$ cat src/rtl/alu_pkg.sv
// Shared execute-stage definitions: ALU opcodes and multiplier sequencer states.
// Imported by the ALU, the multiplier sequencer and the execute stage.
package alu_pkg;

  localparam logic [3:0] ALU_ADD  = 4'b0000;
  localparam logic [3:0] ALU_SUB  = 4'b0001;
  localparam logic [3:0] ALU_AND  = 4'b0010;
  localparam logic [3:0] ALU_OR   = 4'b0011;
  localparam logic [3:0] ALU_XOR  = 4'b0100;
  localparam logic [3:0] ALU_SLT  = 4'b0101;
  localparam logic [3:0] ALU_SLL  = 4'b0110;
  localparam logic [3:0] ALU_SRL  = 4'b0111;
  localparam logic [3:0] ALU_SRA  = 4'b1000;
  localparam logic [3:0] ALU_SLTU = 4'b1001;

  typedef enum logic [1:0] {
    MUL_IDLE = 2'd0,
    MUL_ADD  = 2'd1,
    MUL_SHL  = 2'd2,
    MUL_DONE = 2'd3
  } mul_state_e;

endpackage

$ cat src/rtl/alu_mul_seq.sv
// Shift-and-add multiplier sequencing the shared ALU; low N bits of the product.
// MUL_EARLY_EXIT_EN: finish as soon as the remaining multiplier bits are zero.
module alu_mul_seq
  import alu_pkg::*;
#(
  parameter int N = 32
) (
  input  logic         clk,
  input  logic         reset,
  input  logic         start,
  input  logic [N-1:0] op_a,
  input  logic [N-1:0] op_b,
  input  logic [N-1:0] ext_input1,
  input  logic [N-1:0] ext_input2,
  input  logic [3:0]   ext_operation,
  output logic [N-1:0] alu_input1,
  output logic [N-1:0] alu_input2,
  output logic [3:0]   alu_operation,
  input  logic [N-1:0] alu_result,
  output logic         busy,
  output logic         done,
  output logic [N-1:0] product
);

  localparam int CW = $clog2(N) + 1;
  localparam logic [CW-1:0] CNT_LAST = CW'(N - 1);

  mul_state_e  state_q, state_d;
  logic [N-1:0]  acc_q, acc_d;
  logic [N-1:0]  mcand_q, mcand_d;
  logic [N-1:0]  mplier_q, mplier_d;
  logic [CW-1:0] cnt_q, cnt_d;
  logic [N-1:0]  product_q, product_d;
  logic [N-1:0]  mplier_shr;

  assign mplier_shr = mplier_q >> 1;

  always_comb begin
    state_d   = state_q;
    acc_d     = acc_q;
    mcand_d   = mcand_q;
    mplier_d  = mplier_q;
    cnt_d     = cnt_q;
    product_d = product_q;
    unique case (state_q)
      MUL_IDLE: begin
        if (start) begin
          mcand_d  = op_a;
          mplier_d = op_b;
          acc_d    = '0;
          cnt_d    = '0;
          state_d  = MUL_ADD;
`ifdef MUL_EARLY_EXIT_EN
          if (op_b == '0) begin
            state_d   = MUL_DONE;
            product_d = '0;
          end
`endif
        end
      end
      MUL_ADD: begin
        if (mplier_q[0]) acc_d = alu_result;
        state_d = MUL_SHL;
      end
      MUL_SHL: begin
        mcand_d  = alu_result;
        mplier_d = mplier_shr;
        cnt_d    = cnt_q + CW'(1);
        state_d  = MUL_ADD;
        if (cnt_q == CNT_LAST) state_d = MUL_DONE;
`ifdef MUL_EARLY_EXIT_EN
        if (mplier_shr == '0) state_d = MUL_DONE;
`endif
        // acc is final here: SHL never touches it
        if (state_d == MUL_DONE) product_d = acc_q;
      end
      MUL_DONE: begin
        state_d = MUL_IDLE;
      end
      default: begin
        state_d = MUL_IDLE;
      end
    endcase
  end

  always_comb begin
    alu_input1    = ext_input1;
    alu_input2    = ext_input2;
    alu_operation = ext_operation;
    unique case (state_q)
      MUL_ADD: begin
        alu_input1    = acc_q;
        alu_input2    = mcand_q;
        alu_operation = ALU_ADD;
      end
      MUL_SHL: begin
        alu_input1    = mcand_q;
        alu_input2    = N'(1);
        alu_operation = ALU_SLL;
      end
      default: begin
        alu_input1    = ext_input1;
        alu_input2    = ext_input2;
        alu_operation = ext_operation;
      end
    endcase
  end

  always_ff @(posedge clk) begin
    if (reset) begin
      state_q   <= MUL_IDLE;
      acc_q     <= '0;
      mcand_q   <= '0;
      mplier_q  <= '0;
      cnt_q     <= '0;
      product_q <= '0;
    end else begin
      state_q   <= state_d;
      acc_q     <= acc_d;
      mcand_q   <= mcand_d;
      mplier_q  <= mplier_d;
      cnt_q     <= cnt_d;
      product_q <= product_d;
    end
  end

  assign busy    = (state_q != MUL_IDLE);
  assign done    = (state_q == MUL_DONE);
  assign product = product_q;

endmodule

$ cat config.mk
export PLATFORM = sky130hd
export DESIGN_NAME = alu_mul_seq
export DESIGN_NICKNAME = d
export VERILOG_FILES = /design/src/rtl/alu_pkg.sv /design/src/rtl/alu_mul_seq.sv
export SDC_FILE = /design/constraint.sdc
export NUM_CORES = 1
export LEC_CHECK = 0
export BUFFER_PORTS_ARGS = -buffer_cell sky130_fd_sc_hd__clkbuf_2
export CAP_MARGIN = 25
export CORE_ASPECT_RATIO = 2
export CORE_MARGIN = 10
export CORE_UTILIZATION = 28
export CTS_CLUSTER_SIZE = 14
export DETAILED_ROUTE_END_ITERATION = 8
export GPL_ROUTABILITY_DRIVEN = 0
export SLEW_MARGIN = 20
export SYNTH_ARGS = -nofsm -noshare
export SYNTH_HDL_FRONTEND = slang
export SYNTH_SLANG_ARGS = --single-unit
$ cat constraint.sdc
create_clock -name clk -period 3.3 [get_ports clk]
set_input_delay 0.99 -clock clk [delete_from_list [all_inputs] [get_ports clk]]
set_output_delay 0.99 -clock clk [all_outputs]
set_load 0.03 [all_outputs]
==> flow_summary.yaml <==
outcome:
  status: "complete, no violations"
yosys:
  synth_common_cells: "dfxtp_1 (136), a21oi_1 (104), o21ai_0 (99)"
  synth_area_um2: 6980
  ys_ff_latch: 136
  synth_largest_area_cell: "dfxtp_1"
  synth_edf_count: 0
  netlist.area_leader.share_pct: 39.0
  postSynth.asyncResetShare_pct: 0
  syn_area_per_cell_um2: 8.12
  yosysWarnings: 0
  synth.most_common_cell: "dfxtp_1"
  synthCells: 859
  synthTopCellsByArea: "dfxtp_1 (39%), mux2i_1 (9.3%), a21oi_1 (7.5%)"
  synth_nets: 1032
  seq_area_frac_synth_pct: 39.0
  synth_ff_type: "dfxtp_1"
  synth.distinct_cells: 34
global_routing:
  grtUsageMet3_pct: 3.98
  grt_max_degree: 67
  grt_pass1_wl_um: 41600
  grt.total_usage_pct: 16.4
  use_met1_pct: 18.8
  grt_pass1_vias: 7162
  gr-total-overflow: 0
  grt-busiest-layer: "met2"
  use_met2_pct: 28.9
  antenna_found_initial: 1
clocking:
  cts_buffers: 17
  clkSinkCount: 136
  clk_path_buf_depth: 2
  ctsHoldBuffers: 0
  cts_tree: "built"
  cts_resized: 0
  clockRootBuffer: "clkbuf_16"
  path_clk_slew_ps: 60
  htree_levels: 4
  insertion_delay_ps: 430
setup_path:
  crit_chain: "inv_1 -> ha_2 -> buf_12 -> a22oi_1 -> a21oi_1 -> clkbuf_2"
  arrival_ps: 2180
  r2r_cells: 7
  crit_slowest_cell: "dfxtp_1"
  worstPathRequired_ps: 2310
  endpoint_kind: "output pin"
  slowest_delay_ps: 360
  start_kind: "flop"
  worst-setup-path-type: "flop to output pin"
  cp_max_fo: 66
  reg2reg_slack_ps: 860
detailed_routing:
  route.detailed.drc: 0
  dr_total_vias: 7203
  wl_per_cell_um: 19.2
  wirelength_um: 27400
  drt_iter0_drc: 399
  dr.pass1.iters: 6
  via_per_inst: 5.06
  drtAntennaViolNets: 0
min_path:
  whs_path_depth: 2
  hp-class: "flop to flop"
die:
  die_y_um: 243
  initial_core_util_pct: 28.5
  core-area_um2: 24500
  die_area_um2: 32000
  io_pins: 269
  std_cell_rows: 81
  fp.dieW_um: 132
layout:
  design_area_um2: 9320
  nets: 1251
  drive_gt1_share_pct: 33.5
  syn_to_final_growth_pct: 33.5
place:
  portBuffers: 268
  dpl_cell_area_um2: 8570
  hpwl_um: 19600
timing:
  final-setup-viol-count: 0
  fin_tns_setup_ps: 0
  finalHoldViolCount: 0
  final_max_slew_viol_count: 0
  max_freq_mhz: 315
  worst_pin_slew_ps: 913
  fin_crit_ps: 3170
  whs_ps: 473
  skew_ps: 10.3
  rsz0062_at_grt: "false"
  finalCritPeriodShare_pct: 96.1
  slew-limit-headroom_pct: 39.0
power_and_ir_drop:
  leakage_uw: 0.00371
  power_density_nw_per_um2: 658
  vdd_drop_max_v: 0.000360
  total_power_uw: 6140
job:
  max-cap-violations: 0
[placed cells by master (no fill, tap or decap), types with 2 or more instances in the layout]
| master | n |
|---|---|
| inv_1 | 37 |
| o21ai_0 | 99 |
| buf_4 | 13 |
| nand3_1 | 98 |
| nor2b_1 | 2 |
| ha_4 | 2 |
| a22oi_1 | 32 |
| or4_1 | 2 |
| clkinvlp_4 | 2 |
| or3_2 | 2 |
| ha_1 | 3 |
| nand2_1 | 7 |
| a211oi_2 | 30 |
| and2_2 | 2 |
| clkinv_4 | 2 |
| bufinv_16 | 4 |
| a211oi_1 | 34 |
| a21oi_1 | 104 |
| clkbuf_16 | 17 |
| nor2_1 | 97 |
| clkbuf_8 | 2 |
| clkbuf_2 | 267 |
| dfxtp_1 | 136 |
| nand3b_1 | 2 |
| inv_6 | 4 |
| mux2i_1 | 64 |
| buf_12 | 10 |
| o31ai_1 | 2 |
[worst max-delay path, delay by kind of cell (launching register included)]
family                     cells  cell delay, ps
buffers and inverters          3             730
adders and majority gates      1             230
DFF                            1             360
AOI/OAI and AO/OA              2             380
[registers in the layout, indices dropped and copies added, names as in the netlist]
signal	flops
acc_q	32
product	32
state_q	2
mplier_q	32
cnt_q	6
mcand_q	32
[per-stage QoR]
step / setup slack [ps] / utilization [%] / cells
floorplan: 385 / - / 859
global placement: 419 / 34.9 / 1383
detailed placement: 380 / 34.9 / 1384
CTS: 21.0 / 37.7 / 1418
global route: 38.2 / 38.0 / 1423
finish: 128 / 38.0 / 1424
[logic make-up after synthesis]
group           after synthesis  share of synthesized area, %
fa+ha+maj                     6                          1.08
buf+inv                     130                          8.57
flops                       136                          39.0
mux                          66                          9.54
compound gates              304                          27.6
simple gates                217                          14.2
[routing by layer]
layer,vias to the layer above,wire length (um)
met2,248,14300
li1,3516,-
met5,-,0
met3,31,1450
met4,0,465
met1,3408,11100
[path summary, 6_finish.rpt]
path | to | from
setup / recovery | alu_input1[10] | state_q[1]$_SDFFE_PP0P_
setup reg to reg | acc_q[21]$_SDFFE_PP0P_ | state_q[1]$_SDFFE_PP0P_
hold / removal | product[27]$_SDFFE_PP0P_ | product[27]$_SDFFE_PP0P_
hold reg to reg | product[27]$_SDFFE_PP0P_ | product[27]$_SDFFE_PP0P_
[layout make-up]
class                           instances  area, um2
Antenna cell                            1       2.50
Clock buffer                           20        457
Clock inverter                         12        188
Fill cell                            2621      15200
Inverter                               37        139
Multi-Input combinational cell        593       3710
Sequential cell                       136       2720
Tap cell                              332        415
Timing Repair Buffer                  293       1690
[what timing repair did]
action                     4_1_cts  5_1_grt
setup endpoints to repair       42       18
pin swaps                        1        1
buffers inserted                 2        5
[power breakdown]
| part | switching (uW) | leakage [uW] | internal [uW] |
|---|---|---|---|
| logic | 1420 | 0.00229 | 708 |
| clock network | 781 | 0.000308 | 1320 |
| registers | 116 | 0.00111 | 1790 |
| total | 2320 | 0.00371 | 3820 |
(Power assumes the default switching activity.)
